### src/rtl/pipe_pkg.sv
// pipe_pkg: shared definitions for the 5-stage core's pipeline control.
//   state_t   - sequencing FSM states (IDLE, RUN, MEM_WAIT, FAULT)
//   REG_W     - register-specifier width
//   NOP_INSTR - encoding loaded by the IF/ID flush and ID/EX bubble consumers
package pipe_pkg;

    localparam int unsigned REG_W = 5;

    // sll $0,$0,0
    localparam logic [31:0] NOP_INSTR = 32'h0000_0000;

    typedef enum logic [1:0] {
        IDLE     = 2'd0,
        RUN      = 2'd1,
        MEM_WAIT = 2'd2,
        FAULT    = 2'd3
    } state_t;

endpackage

### src/rtl/hazard_ctrl_if.sv
// hazard_ctrl_if: hazard/sequencing signals between the pipeline and hazard_ctrl.
//   slave  - hazard_ctrl side: samples stage status, drives control + counters
//   master - pipeline side: drives stage status, samples control + counters
interface hazard_ctrl_if
    import pipe_pkg::*;
#(
    parameter int unsigned CNT_W = 32
) ();

    logic             start_i;
    logic             idex_memread_i;
    logic [REG_W-1:0] idex_rt_i;
    logic [REG_W-1:0] ifid_rs_i;
    logic [REG_W-1:0] ifid_rt_i;
    logic             ifid_uses_rt_i;
    logic             branch_taken_i;
    logic             mem_req_i;
    logic             mem_ack_i;

    logic             run_o;
    logic             pc_stall_o;
    logic             ifid_stall_o;
    logic             ifid_flush_o;
    logic             idex_bubble_o;
    logic             pipe_freeze_o;
    logic             fault_o;
    logic [CNT_W-1:0] stall_cnt_o;
    logic [CNT_W-1:0] flush_cnt_o;
    logic [CNT_W-1:0] wait_cnt_o;

    modport slave (
        input  start_i, idex_memread_i, idex_rt_i, ifid_rs_i, ifid_rt_i,
               ifid_uses_rt_i, branch_taken_i, mem_req_i, mem_ack_i,
        output run_o, pc_stall_o, ifid_stall_o, ifid_flush_o, idex_bubble_o,
               pipe_freeze_o, fault_o, stall_cnt_o, flush_cnt_o, wait_cnt_o
    );

    modport master (
        output start_i, idex_memread_i, idex_rt_i, ifid_rs_i, ifid_rt_i,
               ifid_uses_rt_i, branch_taken_i, mem_req_i, mem_ack_i,
        input  run_o, pc_stall_o, ifid_stall_o, ifid_flush_o, idex_bubble_o,
               pipe_freeze_o, fault_o, stall_cnt_o, flush_cnt_o, wait_cnt_o
    );

endinterface

### src/rtl/hazard_ctrl_load_use_detect.sv
// load_use_detect: combinational load-use register compare.
//   idex_memread_i - EX holds a load
//   idex_rt_i      - load destination register
//   ifid_rs_i/rt_i - ID source registers
//   ifid_uses_rt_i - ID instruction actually reads rt
//   hazard_o       - ID must wait one cycle for the load data
module load_use_detect
    import pipe_pkg::*;
(
    input  logic             idex_memread_i,
    input  logic [REG_W-1:0] idex_rt_i,
    input  logic [REG_W-1:0] ifid_rs_i,
    input  logic [REG_W-1:0] ifid_rt_i,
    input  logic             ifid_uses_rt_i,
    output logic             hazard_o
);

    always_comb begin
        hazard_o = 1'b0;
        // $zero is never a real dependency
        if (idex_memread_i && (idex_rt_i != '0)) begin
            hazard_o = (idex_rt_i == ifid_rs_i) ||
                       (ifid_uses_rt_i && (idex_rt_i == ifid_rt_i));
        end
    end

endmodule

### src/rtl/hazard_ctrl.sv
// hazard_ctrl: pipeline sequencing controller for the 5-stage core.
//   clk_i, rst_i (async, active-low)
//   bus (hazard_ctrl_if.slave):
//     in : start_i, load-use operands, branch_taken_i, mem_req_i/mem_ack_i
//     out: run_o/pc_stall_o (PC start/stall), IF/ID stall/flush, ID/EX bubble,
//          pipe_freeze_o, sticky fault_o, saturating stall/flush/wait counters
// Control outputs are combinational from state and inputs; state, wait timer
// and counters are registered.
module hazard_ctrl
    import pipe_pkg::*;
#(
    parameter int unsigned TIMEOUT = 256,
    parameter int unsigned CNT_W   = 32
) (
    input  logic         clk_i,
    input  logic         rst_i,
    hazard_ctrl_if.slave bus
);

    localparam int unsigned         TMR_W   = $clog2(TIMEOUT + 1);
    localparam logic [TMR_W-1:0]    TMR_MAX = TMR_W'(TIMEOUT);

    state_t           state;
    logic [TMR_W-1:0] timer;
    logic [CNT_W-1:0] stall_cnt;
    logic [CNT_W-1:0] flush_cnt;
    logic [CNT_W-1:0] wait_cnt;

    logic hazard;
    logic mem_wait;
    logic run_c, pc_stall_c, ifid_stall_c, ifid_flush_c;
    logic idex_bubble_c, pipe_freeze_c, fault_c;

    load_use_detect u_lud (
        .idex_memread_i (bus.idex_memread_i),
        .idex_rt_i      (bus.idex_rt_i),
        .ifid_rs_i      (bus.ifid_rs_i),
        .ifid_rt_i      (bus.ifid_rt_i),
        .ifid_uses_rt_i (bus.ifid_uses_rt_i),
        .hazard_o       (hazard)
    );

    assign mem_wait = bus.mem_req_i && !bus.mem_ack_i;

    // Defaults are the held/idle pattern; only RUN without a memory wait
    // lets the pipe move.
    always_comb begin
        run_c         = 1'b0;
        pc_stall_c    = 1'b1;
        ifid_stall_c  = 1'b1;
        ifid_flush_c  = 1'b0;
        idex_bubble_c = 1'b0;
        pipe_freeze_c = 1'b1;
        fault_c       = 1'b0;
        unique case (state)
            IDLE: ;
            RUN: begin
                run_c = 1'b1;
                if (!mem_wait) begin
                    pc_stall_c    = hazard;
                    ifid_stall_c  = hazard;
                    idex_bubble_c = hazard;
                    pipe_freeze_c = 1'b0;
                    // a stalled branch is seen again next cycle
                    ifid_flush_c  = bus.branch_taken_i && !hazard;
                end
            end
            MEM_WAIT: run_c = 1'b1;
            FAULT:    fault_c = 1'b1;
            default: ;
        endcase
    end

    always_ff @(posedge clk_i or negedge rst_i) begin
        if (!rst_i) begin
            state     <= IDLE;
            timer     <= '0;
            stall_cnt <= '0;
            flush_cnt <= '0;
            wait_cnt  <= '0;
        end else begin
            if (idex_bubble_c && (stall_cnt != '1)) stall_cnt <= stall_cnt + 1'b1;
            if (ifid_flush_c && (flush_cnt != '1))  flush_cnt <= flush_cnt + 1'b1;
            if ((state == MEM_WAIT) && (wait_cnt != '1)) wait_cnt <= wait_cnt + 1'b1;

            unique case (state)
                IDLE: begin
                    if (bus.start_i) state <= RUN;
                end
                RUN: begin
                    if (mem_wait) begin
                        state <= MEM_WAIT;
                        timer <= TMR_W'(1);
                    end else if (!bus.start_i) begin
                        state <= IDLE;
                    end
                end
                MEM_WAIT: begin
                    // a start_i drop during the wait is honoured only at the ack
                    if (bus.mem_ack_i) begin
                        state <= bus.start_i ? RUN : IDLE;
                        timer <= '0;
                    end else if (timer == TMR_MAX) begin
                        state <= FAULT;
                    end else begin
                        timer <= timer + 1'b1;
                    end
                end
                FAULT: ;
                default: state <= IDLE;
            endcase
        end
    end

    assign bus.run_o         = run_c;
    assign bus.pc_stall_o    = pc_stall_c;
    assign bus.ifid_stall_o  = ifid_stall_c;
    assign bus.ifid_flush_o  = ifid_flush_c;
    assign bus.idex_bubble_o = idex_bubble_c;
    assign bus.pipe_freeze_o = pipe_freeze_c;
    assign bus.fault_o       = fault_c;
    assign bus.stall_cnt_o   = stall_cnt;
    assign bus.flush_cnt_o   = flush_cnt;
    assign bus.wait_cnt_o    = wait_cnt;

endmodule

### src/flat_wrapper.sv
// flat-port wrapper written by rule: the top's interface ports become plain ports
module hazard_ctrl_flat import pipe_pkg::*;
#(
    parameter int unsigned TIMEOUT = 256,
    parameter int unsigned CNT_W   = 32
)
  (clk_i, rst_i, bus_start_i, bus_idex_memread_i, bus_idex_rt_i, bus_ifid_rs_i, bus_ifid_rt_i, bus_ifid_uses_rt_i, bus_branch_taken_i, bus_mem_req_i, bus_mem_ack_i, bus_run_o, bus_pc_stall_o, bus_ifid_stall_o, bus_ifid_flush_o, bus_idex_bubble_o, bus_pipe_freeze_o, bus_fault_o, bus_stall_cnt_o, bus_flush_cnt_o, bus_wait_cnt_o);
  hazard_ctrl_if #(.CNT_W(CNT_W)) bus_i ();
  input  logic clk_i;
  input  logic rst_i;
  input wire logic [$bits(bus_i.start_i)-1:0] bus_start_i;
  input wire logic [$bits(bus_i.idex_memread_i)-1:0] bus_idex_memread_i;
  input wire logic [$bits(bus_i.idex_rt_i)-1:0] bus_idex_rt_i;
  input wire logic [$bits(bus_i.ifid_rs_i)-1:0] bus_ifid_rs_i;
  input wire logic [$bits(bus_i.ifid_rt_i)-1:0] bus_ifid_rt_i;
  input wire logic [$bits(bus_i.ifid_uses_rt_i)-1:0] bus_ifid_uses_rt_i;
  input wire logic [$bits(bus_i.branch_taken_i)-1:0] bus_branch_taken_i;
  input wire logic [$bits(bus_i.mem_req_i)-1:0] bus_mem_req_i;
  input wire logic [$bits(bus_i.mem_ack_i)-1:0] bus_mem_ack_i;
  output wire logic [$bits(bus_i.run_o)-1:0] bus_run_o;
  output wire logic [$bits(bus_i.pc_stall_o)-1:0] bus_pc_stall_o;
  output wire logic [$bits(bus_i.ifid_stall_o)-1:0] bus_ifid_stall_o;
  output wire logic [$bits(bus_i.ifid_flush_o)-1:0] bus_ifid_flush_o;
  output wire logic [$bits(bus_i.idex_bubble_o)-1:0] bus_idex_bubble_o;
  output wire logic [$bits(bus_i.pipe_freeze_o)-1:0] bus_pipe_freeze_o;
  output wire logic [$bits(bus_i.fault_o)-1:0] bus_fault_o;
  output wire logic [$bits(bus_i.stall_cnt_o)-1:0] bus_stall_cnt_o;
  output wire logic [$bits(bus_i.flush_cnt_o)-1:0] bus_flush_cnt_o;
  output wire logic [$bits(bus_i.wait_cnt_o)-1:0] bus_wait_cnt_o;
  assign bus_i.start_i = bus_start_i;
  assign bus_i.idex_memread_i = bus_idex_memread_i;
  assign bus_i.idex_rt_i = bus_idex_rt_i;
  assign bus_i.ifid_rs_i = bus_ifid_rs_i;
  assign bus_i.ifid_rt_i = bus_ifid_rt_i;
  assign bus_i.ifid_uses_rt_i = bus_ifid_uses_rt_i;
  assign bus_i.branch_taken_i = bus_branch_taken_i;
  assign bus_i.mem_req_i = bus_mem_req_i;
  assign bus_i.mem_ack_i = bus_mem_ack_i;
  assign bus_run_o = bus_i.run_o;
  assign bus_pc_stall_o = bus_i.pc_stall_o;
  assign bus_ifid_stall_o = bus_i.ifid_stall_o;
  assign bus_ifid_flush_o = bus_i.ifid_flush_o;
  assign bus_idex_bubble_o = bus_i.idex_bubble_o;
  assign bus_pipe_freeze_o = bus_i.pipe_freeze_o;
  assign bus_fault_o = bus_i.fault_o;
  assign bus_stall_cnt_o = bus_i.stall_cnt_o;
  assign bus_flush_cnt_o = bus_i.flush_cnt_o;
  assign bus_wait_cnt_o = bus_i.wait_cnt_o;
  hazard_ctrl #(.TIMEOUT(TIMEOUT), .CNT_W(CNT_W)) u_core (.clk_i(clk_i), .rst_i(rst_i), .bus(bus_i));
endmodule
### config.mk
export PLATFORM = sky130hd
export DESIGN_NAME = hazard_ctrl_flat
export DESIGN_NICKNAME = d
export VERILOG_FILES = /design/src/rtl/pipe_pkg.sv /design/src/rtl/hazard_ctrl_if.sv /design/src/rtl/hazard_ctrl_load_use_detect.sv /design/src/rtl/hazard_ctrl.sv /design/src/flat_wrapper.sv
export SDC_FILE = /design/constraint.sdc
export NUM_CORES = 1
export LEC_CHECK = 0
export ABC_CLOCK_PERIOD_IN_PS = 6900
export BUFFER_PORTS_ARGS = -buffer_cell sky130_fd_sc_hd__buf_2
export CORE_ASPECT_RATIO = 1.4
export CORE_MARGIN = 5
export CORE_UTILIZATION = 59
export CTS_CLUSTER_DIAMETER = 30
export DETAILED_ROUTE_END_ITERATION = 10
export HOLD_SLACK_MARGIN = 0.02
export PLACE_DENSITY = 0.92
export SETUP_SLACK_MARGIN = 0.5
export SLEW_MARGIN = 20
export SYNTH_ARGS = -nofsm -noshare
export SYNTH_HDL_FRONTEND = slang
export SYNTH_SLANG_ARGS = --single-unit
### constraint.sdc
create_clock -name clk_i -period 6.9 [get_ports clk_i]
set_input_delay 1.38 -clock clk_i [delete_from_list [all_inputs] [get_ports clk_i]]
set_output_delay 1.38 -clock clk_i [all_outputs]
set_load 0.1 [all_outputs]
; ---- Word level (Yosys, flattened, before mapping)
; Index checks and enable logic that the tools add are counted.
[word_totals]
out_inout_bits = 103
input_bits = 23
regBits = 107
[classes]
n_reduce_logical = 17
mux = 22
n_eq_ne = 14
add_sub_neg = 4
[ops]
columns = cell, n
row1 = $add 32x1->32 const B, 3
row2 = $ne 32x32->1 const B, 3
row3 = $mux 9, 3
row4 = $pmux 9 s2, 1
row5 = $mux 1, 12
row6 = $eq 5x5->1, 2
row7 = $mux 2, 5
row8 = $add 9x1->9 const B, 1
row9 = $eq 9x9->1 const B, 1
row10 = $logic_and 1x1->1, 7
row11 = $ne 3x3->1 const B, 2
row12 = $pmux 2 s3, 1
row13 = $reduce_bool 5->1, 1
row14 = $eq 2x2->1 const B, 2
row15 = $reduce_and 4->1, 1
row16 = $ne 3x2->1 const B, 1
row17 = $reduce_and 3->1, 1
row18 = $reduce_bool 3->1, 1
row19 = $eq 2x1->1 const B, 1
row20 = $logic_not 1->1, 2
row21 = $logic_not 2->1, 1
row22 = $ne 2x1->1 const B, 1
row23 = $ne 2x2->1 const B, 1
row24 = $reduce_bool 2->1, 1
row25 = 2 further kinds, 2

; ---- Depth between registers and ports, before layout
; Gate-level depths: netlist (run 1).
[logic_depth]
ltp_word = 9
depth_mapped = 9
ltp_nobuf = 8

; ---- Modules after synthesis
; From an unflattened synthesis (run 1), not the netlist that was laid out.
[hier_totals]
hier_cells = 537
area_unflattened_um2 = 5582.9
[modules_own_cells]
columns = module, area_per_inst_um2, seq_area_each_um2, cells_each, n_inst
row1 = hazard_ctrl, 5450.2, 2677.6, 520, 1
row2 = load_use_detect, 132.6, 0.0, 17, 1

; ---- Least setup slack after synthesis (run 1)
; Ideal clock, no wire load.
[synth_timing]
kind = input port to output port
from = in bus_idex_rt_i[4]
to = out bus_idex_bubble_o
arrival_time_ps = 3789
path_slack_ps = 1731
required_time_ps = 5520
stages = 6
n_path_buf = 1
path_cell_list = xor2_1 nor4_2 a32oi_4 nand2b_1 buf_2 nor2_1
[synth_between]
elab_chain_len = 6
elab_cells_between_ends = 9
[synth_rtl]
columns = item, line
row1 = from (decl), flat_wrapper.sv:13  ; input wire logic [$bits(bus_i.idex_rt_i)-1:0] bus_idex_rt_i;
row2 = $eq 5x5->1, hazard_ctrl_load_use_detect.sv:23  ; (ifid_uses_rt_i && (idex_rt_i == ifid_rt_i));
row3 = $logic_and 1x1->1, hazard_ctrl_load_use_detect.sv:23
row4 = $logic_or 1x1->1, hazard_ctrl_load_use_detect.sv:22  ; hazard_o = (idex_rt_i == ifid_rs_i) ||
row5 = $mux 1 *, hazard_ctrl_load_use_detect.sv:21  ; if (idex_memread_i && (idex_rt_i != '0)) begin
row6 = $mux 1 *, hazard_ctrl.sv:59  ; if (!mem_wait) begin
row7 = $mux 1 *, hazard_ctrl.sv:55  ; unique case (state)
row8 = to (decl), flat_wrapper.sv:24  ; output wire logic [$bits(bus_i.idex_bubble_o)-1:0] bus_idex_bubble_o;
; Mark *: on every way between the ends. The rest lies on a longest branch, timed or not.

; ---- Worst setup path in the final report (run 1)
[layout_timing]
from = in bus_idex_rt_i[1]
to = out bus_pc_stall_o
[layout_between]
elab_chain_len = 6
elab_cells_between_ends = 9
[layout_rtl]
columns = item, line
row1 = $eq 5x5->1, hazard_ctrl_load_use_detect.sv:23
row2 = $logic_and 1x1->1, hazard_ctrl_load_use_detect.sv:23
row3 = $logic_or 1x1->1, hazard_ctrl_load_use_detect.sv:22
row4 = $mux 1 *, hazard_ctrl_load_use_detect.sv:21
row5 = $mux 1 *, hazard_ctrl.sv:59
row6 = $mux 1 *, hazard_ctrl.sv:55
row7 = to (decl), flat_wrapper.sv:21  ; output wire logic [$bits(bus_i.pc_stall_o)-1:0] bus_pc_stall_o;
; Marked as above.

==> key figures, run 1 <==
Cells and area
  • Fill cell count: 685
  • Synth-to-layout area growth: 18.7%
  • Nets: 677
  • Core Util, Final: 0.706
  • Diodes inserted: 0
  • Final Non-Filler Cells: 759
  • Layout cells sized above 1: 0.259
  • Design area: 6600 um2
  • Most frequent cells in the layout: buf_2 (124), dfrtp_1 (107), xnor2_1 (62)
  • Most common cell after layout, fill and taps aside: buf_2

Synth
  • Mapped Cells: 518
  • Register bit count reported by yosys: 107
  • Share of the synthesized area in the top cell type: 0.481
  • Register area share after synthesis: 0.481
  • Synth Net Count: 551
  • Synth async-reset ratio: 1.00
  • Number of synthesized flops with an enable pin: 0
  • Synth area leaders: dfrtp_1 (48%), xnor2_1 (9.8%), xor2_1 (7.1%), nand3_1 (3.7%), nand4_1 (3.4%)
  • Leading area contributor after synthesis: dfrtp_1
  • Ys flop type: dfrtp_1
  • Mapped Area: 5560 um2
  • Netlist cell types: 52
  • Synth warn: 0
  • Syn avg cell area: 10.7 um2

Place
  • Dpl cell area: 6270 um2
  • Final HPWL DP: 9800 um
  • Buffers on Ports: 125
  • Routability Congestion: 0.906
  • Dpl cells: 743

Floorplanning
  • Rows: 42
  • Die Height: 125 um
  • Boundary pin count: 126
  • Die Wd: 92.1 um
  • Die Footprint: 11500 um2
  • Starting Density: 0.595
  • Total core area: 9350 um2

Setup path
  • Critical R2R Launch: u_core.bus.flush_cnt_o[0]$_DFFE_PN0P_
  • Crit-path cells: buf_2 -> xor2_1 -> nor4_2 -> a32oi_4 -> nand2b_1 -> nand2_1 -> buf_2
  • Setup crit end kind: primary output
  • Worst-case reg-to-reg path depth: 7
  • Crit-path max cell delay: 0.62 ns
  • Slowest CP cell: nand2b_1
  • CP dominant cell by count: buf_2
  • Startpoint types: primary input
  • Worst flop-to-flop path endpoint: u_core.bus.flush_cnt_o[1]$_DFFE_PN0P_
  • CP required: 5.52 ns
  • Worst-path maximum fanout: 23
  • Critical Path AT: 3.72 ns
  • Worst R2R Setup Slack: 4.37 ns
  • Setup Crit Path Kind: primary input to primary output

Clock tree
  • Clock Latency Late Sink: 0.34 ns
  • TritonCTS buffer count: 9
  • Reg clk slew, reported paths: 0.07 ns
  • CTS tree: done
  • Post-CTS Hold Buffers: 0
  • Root Driver: clkbuf_16
  • Postcts setup bufs: 0
  • CTS Buffer Depth: 2
  • CTS H-tree lvls: 3
  • Clk sinks: 107
  • CTS resizes: 0

Min path
  • Hold depth: 1
  • Min-Delay Path Class: flip-flop to flip-flop
  • Hold Path End: u_core.bus.stall_cnt_o[11]$_DFFE_PN0P_
  • Worst Hold Launch: u_core.bus.stall_cnt_o[11]$_DFFE_PN0P_

Drt
  • Via count: 4495
  • DRC Markers: 0
  • DR top layer: met4
  • Routed length on met2: 7130 um
  • WL final: 13400 um
  • Detail Route Antenna Nets: 0
  • Met1 wire length: 5080 um
  • Metal3 WL: 928 um
  • Drt wl/cell: 17.7 um
  • DR vias/cell: 5.92
  • Drt pass-1 iters: 5
  • Detailed Route Iter0 Violations: 242

Outcome
  • Status: finished clean

Power and ir drop
  • Leak: 0.00331 uW
  • PwrDens: 287 nW/um2
  • VDD IR-drop max: 0.404 mV

Global route
  • Overall Global Routing Usage: 0.239
  • Grt ovf: 0
  • Initial antenna violation count: 0
  • Global-route wire length before repair: 22700 um
  • Largest net degree at the start of global routing: 58
  • Vias in the first global route: 4700

STA
  • Fin Setup TNS: 0 ns
  • Period utilisation layout: 0.739
  • Final setup viols: 0
  • FMAX: 196 MHz
  • RSZ-0062 raised after global routing: no
  • Worst slew margin: 0.431
  • Crit path time final: 5.10 ns
  • Hold Violations, Final: 0
  • Slew @ Worst Pin: 0.853 ns
  • Skew final: 0.00830 ns
  • Fin Hold WS: 0.492 ns
  • Slew Viols, Final: 0

Job
  • Max-Cap Viols: 0
==> Yosys cell counts, types with 2 or more instances <==
cell and instances:
nand3b_1 2, o21ai_0 2, dfrtp_1 107, a31oi_1 2
and2_1 6, buf_6 2, nor4_2 8, or4_1 2
ha_1 10, and3_1 24, nor4b_1 2, and4_1 18
or3_1 3, nor3_1 19, nor2_4 2, o21a_1 2
nand2_1 43, xor2_1 45, mux2_2 2, nand3_1 41
a21oi_1 7, buf_2 5, inv_1 11, nor4_4 2
clkbuf_1 2, nor2_1 29, nand2b_1 4, nor4_1 2
xnor2_1 62, nand4_1 30
==> critical path: cells and delay by family <==
family          cells  cell delay, ns
simple gates        3            1.28
buf+inv             2            0.59
compound gates      1            0.28
xor+xnor            1            0.18
==> routing by layer <==
layer  track usage  vias up
met5             0        -
met4        0.0840        0
met3        0.0550       25
met2         0.434      198
met1         0.273     2191
li1              -     2081
==> layout make-up <==
| type | count | area [um2] | share of cell area |
|---|---|---|---|
| multi-input combinational | 389 | 2780 | 0.421 |
| sequential | 107 | 2680 | 0.405 |
| timing repair buffer | 126 | 636 | 0.0962 |
| clock buffer | 10 | 239 | 0.0362 |
| tap | 110 | 138 | 0.0208 |
| clock inverter | 6 | 95.1 | 0.0144 |
| inverter | 11 | 41.3 | 0.00625 |
==> cells by family (layout without fill, tap and decap cells) <==
logic type / after synthesis / after routing / synth area share
XOR/XNOR: 107 / 107 / 0.168
buffers and inverters: 22 / 153 / 0.0196
adder cells (fa/ha/maj): 10 / 10 / 0.0225
multiplexers: 4 / 4 / 0.00877
flip-flops: 107 / 107 / 0.481
AND/OR/NAND/NOR: 247 / 247 / 0.266
AO/OA/AOI/OAI: 21 / 21 / 0.0335
==> flip-flops by register name, summed over array words and instances, names as in the netlist <==
signal and cells:
u_core.bus.wait_cnt_o 32, u_core.state 2, u_core.timer 9, u_core.bus.flush_cnt_o 32, u_core.bus.stall_cnt_o 32
==> worst max path at each step <==
stage,from,to
2_1_floorplan,bus_idex_rt_i[4],bus_idex_bubble_o
3_3_place_gp,bus_idex_rt_i[1],bus_ifid_stall_o
3_5_place_dp,bus_idex_rt_i[1],bus_pc_stall_o
4_1_cts,bus_idex_rt_i[1],bus_pc_stall_o
5_1_grt,bus_idex_rt_i[4],bus_ifid_stall_o
6_report,bus_idex_rt_i[1],bus_pc_stall_o
==> power by group <==
group / switching (uW) / internal (uW) / leakage (uW) / total [uW]
combinational: 505 / 112 / 0.00168 / 617
clock: 234 / 332 / 0.000164 / 566
sequential: 49.1 / 665 / 0.00147 / 714
==> per-stage QoR <==
| stage | power [uW] | setup WS (ns) |
|---|---|---|
| 2_1_floorplan | 1230 | 1.73 |
| 3_3_place_gp | 1320 | 1.99 |
| 3_5_place_dp | 1340 | 1.82 |
| 4_1_cts | 1910 | 1.79 |
| 5_1_grt | 1980 | 1.66 |
| 6_report | 1900 | 1.80 |
Power figures use the tool's default switching activity.
==> run 2: changes to the inputs <==
--- a/config.mk
+++ b/config.mk
@@ -5,15 +5,16 @@
 export SDC_FILE = /design/constraint.sdc
 export NUM_CORES = 1
 export LEC_CHECK = 0
-export ABC_CLOCK_PERIOD_IN_PS = 6900
+export ABC_AREA = 1
+export ABC_CLOCK_PERIOD_IN_PS = 5100
 export BUFFER_PORTS_ARGS = -buffer_cell sky130_fd_sc_hd__buf_2
 export CORE_ASPECT_RATIO = 1.4
 export CORE_MARGIN = 5
-export CORE_UTILIZATION = 59
+export CORE_UTILIZATION = 57
 export CTS_CLUSTER_DIAMETER = 30
 export DETAILED_ROUTE_END_ITERATION = 10
 export HOLD_SLACK_MARGIN = 0.02
-export PLACE_DENSITY = 0.92
+export PLACE_DENSITY = 0.87
 export SETUP_SLACK_MARGIN = 0.5
 export SLEW_MARGIN = 20
 export SYNTH_ARGS = -nofsm -noshare
==> constraint.sdc (replaced) <==
create_clock -name clk_i -period 5.1 [get_ports clk_i]
set_input_delay 1.02 -clock clk_i [delete_from_list [all_inputs] [get_ports clk_i]]
set_output_delay 1.02 -clock clk_i [all_outputs]
set_load 0.1 [all_outputs]
==> run 2 against run 1 <==
Effect of this change:
- sequential power increased by 35%
- synthesized area grew 28%
- final cell count grew 72%
- critical path type unchanged
- largest power group unchanged
- non-clock buffer count up 3
==> key figures, run 2 <==
Setup path
  • Slowest CP cell: buf_2
  • Startpoint types: primary input
  • Critical R2R Launch: u_core.bus.flush_cnt_o[0]$_DFFE_PN0P_
  • Worst flop-to-flop path endpoint: u_core.bus.flush_cnt_o[18]$_DFFE_PN0P_
  • Setup Crit Path Kind: primary input to primary output
  • Crit-path max cell delay: 0.44 ns
  • Setup crit end kind: primary output
  • Worst R2R Setup Slack: 2.19 ns
  • Worst-path maximum fanout: 33
  • Critical Path AT: 2.76 ns
  • Worst-case reg-to-reg path depth: 8
  • Crit-path cells: buf_2 -> inv_1 -> nand4_1 -> o21ai_0 -> inv_1 -> a21oi_2 -> buf_4 -> inv_1 -> nor2_2 -> buf_2
  • CP required: 4.08 ns
  • CP dominant cell by count: inv_1

Place
  • Dpl cells: 1292
  • Routability Congestion: 0.947
  • Final HPWL DP: 14400 um
  • Buffers on Ports: 125

Power and ir drop
  • PwrDens: 310 nW/um2
  • Leak: 0.00417 uW
  • VDD IR-drop max: 0.416 mV

Outcome
  • Status: finished clean

STA
  • Slew @ Worst Pin: 0.904 ns
  • FMAX: 265 MHz
  • Hold Violations, Final: 0
  • RSZ-0062 raised after global routing: no
  • Crit path time final: 3.78 ns
  • Period utilisation layout: 0.741
  • Slew Viols, Final: 0
  • Final setup viols: 0
  • Fin Setup TNS: 0 ns
  • Worst slew margin: 0.397
  • Skew final: 0.00972 ns

Synth
  • Number of synthesized flops with an enable pin: 0
  • Adder and majority gate portion of the synthesized area: 0.0175
  • Top-count cell post-synth: nand2_1
  • Mapped Area: 7140 um2
  • Complex-gate fraction of the synthesized area: 0.0296
  • Leading area contributor after synthesis: dfrtp_1
  • Share of the synthesized area in the top cell type: 0.375
  • Synth Area in XOR/XNOR: 0.0945
  • Synth area leaders: dfrtp_1 (38%), nand2_1 (22%), nor2_1 (7.3%), xor2_1 (6.4%), nand4_1 (4.0%)
  • Ys flop type: dfrtp_1
  • Post-Synth Simple-Gate Area: 0.419
  • Largest family of logic cells by synthesized area: simple AND/OR/NAND/NOR gates
  • Synth async-reset ratio: 1.00
  • Netlist cell types: 35
  • Register area share after synthesis: 0.375
  • Synth Net Count: 1070
  • Register bit count reported by yosys: 107
  • Fraction of synthesized area in multiplexers: 0
  • Commonest cells in the netlist: nand2_1 (423), nor2_1 (139), dfrtp_1 (107)
  • Syn avg cell area: 6.88 um2
  • Mapped Cells: 1037
  • Synth warn: 0

Cells and area
  • Layout cells sized above 1: 0.151
  • Most common cell after layout, fill and taps aside: nand2_1
  • Final Non-Filler Cells: 1308
  • Register area: 2680 um2
  • Footprint of the multi-input gates: 4000 um2
  • Synth-to-layout area growth: 13.8%
  • Fill cell count: 1126
  • Diodes inserted: 0
  • Nets: 1186
  • Most frequent cells in the layout: nand2_1 (423), nor2_1 (138), buf_2 (124)

Global route
  • Grt ovf: 0
  • Largest net degree at the start of global routing: 71
  • Vias in the first global route: 6915
  • Global-route wire length before repair: 32500 um
  • Initial antenna violation count: 0
  • Overall Global Routing Usage: 0.261

Min path
  • Hold depth: 2
  • Hold Path End: u_core.bus.wait_cnt_o[31]$_DFFE_PN0P_
  • Worst Hold Launch: u_core.bus.wait_cnt_o[31]$_DFFE_PN0P_
  • Min-Delay Path Class: flip-flop to flip-flop

Floorplanning
  • Starting Density: 0.580
  • Rows: 48
  • Die Footprint: 14900 um2
  • Die Height: 142 um
  • Die Wd: 105 um
  • Boundary pin count: 126
  • Total core area: 12300 um2

Drt
  • DR vias/cell: 5.52
  • Via count: 7219
  • Detail Route Antenna Nets: 0
  • Drt wl/cell: 14.8 um
  • Drt pass-1 iters: 5
  • Detailed Route Iter0 Violations: 546
  • WL final: 19400 um
  • DRC Markers: 0

Clock tree
  • CTS H-tree lvls: 3
  • TritonCTS buffer count: 9
  • Post-CTS Hold Buffers: 0
  • CTS resizes: 0
  • Postcts setup bufs: 0
  • CTS Buffer Depth: 2
  • Clk sinks: 107
  • Root Driver: clkbuf_16
  • Reg clk slew, reported paths: 0.08 ns
  • CTS tree: done
  • Clock Latency Late Sink: 0.35 ns

Job
  • Max-Cap Viols: 0
## run 2: worst max path at each step
| stage | startpoint | end | cells past startpoint |
|---|---|---|---|
| final | bus_idex_rt_i[2] | bus_ifid_flush_o | 10 |
| after global routing | bus_idex_rt_i[2] | bus_ifid_flush_o | 10 |
| after CTS | bus_idex_rt_i[2] | bus_ifid_flush_o | 10 |
| after detailed placement | bus_idex_rt_i[2] | bus_ifid_flush_o | 10 |
| after global placement | bus_idex_rt_i[2] | bus_ifid_flush_o | 10 |
| after floorplan | bus_mem_ack_i | bus_ifid_flush_o | 6 |
## run 2: worst max-delay path: cells and delay by family
kind                   cells  cell delay [ns]
buffers and inverters      6             1.22
AO/OA/AOI/OAI              2             0.28
AND/OR/NAND/NOR            2             0.21
## run 2: layer usage
layer	share of wire	vias to the layer above	global-route usage	wire length (um)
met2	0.50	318	0.451	9690
met1	0.39	3351	0.321	7620
met3	0.073	58	0.0495	1420
met4	0.035	0	0.106	686
li1	-	3492	-	-
met5	0	-	0	0
## run 2: per-stage QoR
stage / worst slack (ns) / util / total power (uW) / hold WS (ns) / area (um2)
after detailed placement: 1.35 / 0.636 / 1830 / 0.496 / 7830
after floorplan: 0.670 / - / 1670 / 0.490 / 7140
final: 1.32 / 0.660 / 2520 / 0.514 / 8120
after global routing: 1.13 / 0.660 / 2640 / 0.557 / 8120
after global placement: 1.43 / 0.636 / 1810 / 0.487 / 7830
after CTS: 1.35 / 0.660 / 2520 / 0.515 / 8120
## run 2: cells by family after synthesis
kind of cell,Yosys count
simple gates,702
flops,107
buf+inv,105
xor+xnor,77
compound gates,36
fa+ha+maj,10
## run 2: where the power goes
part	total [uW]	switching, uW	leakage (uW)	internal (uW)
Combinational	852	709	0.00254	143
Sequential	964	69.3	0.00148	895
Clock	701	336	0.000147	365
## run 2: final cells by class
class                   count  area share
multi-input cells         825       0.493
inverters                  81      0.0374
repair buffers            129      0.0810
clock buffers              11      0.0311
well taps                 150      0.0231
flip-flops and latches    107       0.330
clock inverters             5     0.00493
==> run 3: changes to the inputs <==
--- a/config.mk
+++ b/config.mk
@@ -5,16 +5,16 @@
 export SDC_FILE = /design/constraint.sdc
 export NUM_CORES = 1
 export LEC_CHECK = 0
-export ABC_AREA = 1
-export ABC_CLOCK_PERIOD_IN_PS = 5100
+export ABC_AREA = 0
+export ABC_CLOCK_PERIOD_IN_PS = 3100
 export BUFFER_PORTS_ARGS = -buffer_cell sky130_fd_sc_hd__buf_2
 export CORE_ASPECT_RATIO = 1.4
 export CORE_MARGIN = 5
-export CORE_UTILIZATION = 57
+export CORE_UTILIZATION = 49
 export CTS_CLUSTER_DIAMETER = 30
 export DETAILED_ROUTE_END_ITERATION = 10
 export HOLD_SLACK_MARGIN = 0.02
-export PLACE_DENSITY = 0.87
+export PLACE_DENSITY = 0.82
 export SETUP_SLACK_MARGIN = 0.5
 export SLEW_MARGIN = 20
 export SYNTH_ARGS = -nofsm -noshare
==> constraint.sdc (replaced) <==
create_clock -name clk_i -period 3.1 [get_ports clk_i]
set_input_delay 0.62 -clock clk_i [delete_from_list [all_inputs] [get_ports clk_i]]
set_output_delay 0.62 -clock clk_i [all_outputs]
set_load 0.1 [all_outputs]
==> run 3 against run 2 <==
Effect of this change:
- via count decreased by 37%
- combinational power increased by 81%
- final cell count decreased by 39%
- sequential share of layout area increased by 6.4 points
- clock power increased by 61%
- hold slack got worse by 0.30 ns
- non-clock buffer count increased by 5
- clock-buffer cell count decreased by 1
- routed wire length decreased by 31%
- design area decreased by 15%
- clock skew increased by 0.0029 ns
- largest cell class unchanged
==> key figures, run 3 (same netlist as run 1, synthesis figures left out) <==
Cells and area
  • Final Non-Filler Cells: 801
  • Most frequent cells in the layout: buf_2 (117), dfrtp_1 (86), xnor2_1 (62)
  • Most common cell after layout, fill and taps aside: buf_2
  • Nets: 685
  • Layout cells sized above 1: 0.312
  • Fill cell count: 945
  • Diodes inserted: 0
  • Synth-to-layout area growth: 23.5%
  • Register area: 2700 um2
  • Design area: 6870 um2
  • Footprint of the multi-input gates: 2860 um2

Place
  • Final HPWL DP: 10100 um
  • Routability Congestion: 0.875
  • Dpl cell area: 6510 um2
  • Dpl cells: 783
  • Buffers on Ports: 125
  • Place WS: 0.284 ns

STA
  • Slew @ Worst Pin: 0.778 ns
  • Final setup viols: 0
  • Worst slew margin: 0.477
  • Period utilisation layout: 0.838
  • Crit path time final: 2.60 ns
  • FMAX: 385 MHz
  • Hold Violations, Final: 0
  • RSZ-0062 raised after global routing: yes
  • Slew Viols, Final: 0
  • PnR worst setup slack: 0.503 ns
  • Skew final: 0.0127 ns
  • Fin Setup TNS: 0 ns

Global route
  • Largest net degree at the start of global routing: 76
  • Global-route wire length before repair: 22300 um
  • Initial antenna violation count: 0
  • Overall Global Routing Usage: 0.200
  • Vias in the first global route: 4602
  • Grt ovf: 0

Power and ir drop
  • Sequential share of power: 0.374
  • Power, Total: 4270 uW
  • PwrDens: 621 nW/um2
  • Leak: 0.00335 uW
  • Internal power: 2440 uW
  • Net switching power: 1830 uW
  • Clock share of power: 0.265
  • Logic pwr share: 0.361
  • Sw Ratio: 0.429
  • VDD IR-drop max: 0.952 mV

Drt
  • Detailed Route Iter0 Violations: 234
  • Drt wl/cell: 16.8 um
  • Via count: 4514
  • DRC Markers: 0
  • Met1 wire length: 5350 um
  • Routed length on met2: 7150 um
  • Metal3 WL: 788 um
  • DR top layer: met4
  • Detail Route Antenna Nets: 0
  • DR vias/cell: 5.64
  • Drt pass-1 iters: 4
  • WL final: 13400 um

Clock tree
  • Clock Latency Late Sink: 0.34 ns
  • TritonCTS buffer count: 9
  • Reg clk slew, reported paths: 0.07 ns
  • Root Driver: clkbuf_16
  • CTS tree: done
  • CTS H-tree lvls: 3
  • Clk sinks: 107
  • CTS Buffer Depth: 2

Floorplanning
  • Starting Density: 0.496
  • Total core area: 11200 um2
  • Rows: 46
  • Die Wd: 100 um
  • Boundary pin count: 126
  • Die Footprint: 13600 um2
  • Die Height: 136 um

Setup path
  • Crit-path cells: buf_6 -> xor2_4 -> nor4_4 -> a32oi_4 -> nand2b_4 -> nor2_4 -> buf_12
  • Setup Crit Path Kind: primary input to primary output
  • CP required: 2.48 ns
  • Setup crit end kind: primary output
  • Worst-path maximum fanout: 3
  • Crit-path max cell delay: 0.34 ns
  • Slowest CP cell: nor4_4
  • Startpoint types: primary input
  • Critical Path AT: 1.98 ns

Job
  • Max-Cap Viols: 0

Outcome
  • Status: finished clean

Min path
  • Min-Delay Path Class: primary input to asynchronous set/reset pin
==> run 3: changes by cell type in the layout (fill, tap and decap cells not counted), sizes merged, moves of 7 or more <==
cell    previous run  this run
nand2            434        44
nor2             141        31
inv               85        16
xnor2             25        62
o21ai             27         3
and3               1        24
and4               0        19
nand4             47        31
nand3             30        42
nand3b            14         2
nor3              31        19
nor4               0        12
and2               0         7
xor2              52        45
==> run 3: through the flow <==
step,utilization,hold WS [ns]
after floorplan,-,0.324
after global placement,0.580,0.465
after detailed placement,0.580,0.473
after CTS,0.609,0.225
after global routing,0.612,0.232
final,0.612,0.219
==> run 3: path summary, 6_finish.rpt <==
kind | startpoint | slack, ns | to | cells after the start
worst max-delay path | bus_idex_rt_i[4] | 0.50 | bus_idex_bubble_o | 7
worst min-delay path | rst_i | 0.22 | u_core.bus.wait_cnt_o[22]$_DFFE_PN0P_ | 1
worst max register to register | u_core.bus.flush_cnt_o[0]$_DFFE_PN0P_ | 0.70 | u_core.bus.flush_cnt_o[1]$_DFFE_PN0P_ | 7
worst min register to register | u_core.bus.flush_cnt_o[25]$_DFFE_PN0P_ | 0.48 | u_core.bus.flush_cnt_o[25]$_DFFE_PN0P_ | 1
max in group asynchronous | rst_i | 2.11 | u_core.bus.flush_cnt_o[5]$_DFFE_PN0P_ | 2
min in group clk_i | u_core.bus.flush_cnt_o[25]$_DFFE_PN0P_ | 0.48 | u_core.bus.flush_cnt_o[25]$_DFFE_PN0P_ | 1
==> run 3: power groups by stage <==
stage	Sequential [uW]	Clock, uW	Combinational, uW
global placement	1610	0	1490
detailed placement	1620	0	1530
CTS	1590	1150	1540
finish	1600	1130	1540
floorplan	2050	0	746
global route	1610	1230	1620
==> run 3: critical path, delay by kind of cell <==
kind            cells  cell delay (ns)
compound gates      1             0.18
buf+inv             2             0.29
simple gates        3             0.69
xor+xnor            1             0.18
==> run 3: layer usage <==
metal  vias to the layer above  GRT usage
met5                         -          0
met4                         0     0.0494
met3                        13     0.0441
met2                       134      0.358
met1                      2270      0.242
li1                       2097          -
==> run 3: cell type report <==
cell class / count / area share
multi-input combinational: 389 / 0.417
sequential: 107 / 0.394
timing repair buffer: 134 / 0.115
clock buffer: 10 / 0.0348
tap: 144 / 0.0262
clock inverter: 6 / 0.00783
inverter: 11 / 0.00601
==> run 3: what timing repair did <==
item,in CTS,in global routing
buffers inserted,1,1
gates resized for setup,6,5
hold endpoints to repair,0,0
setup endpoints to repair,4,7
pin swaps,5,6
hold buffers,0,0
gates cloned,0,0
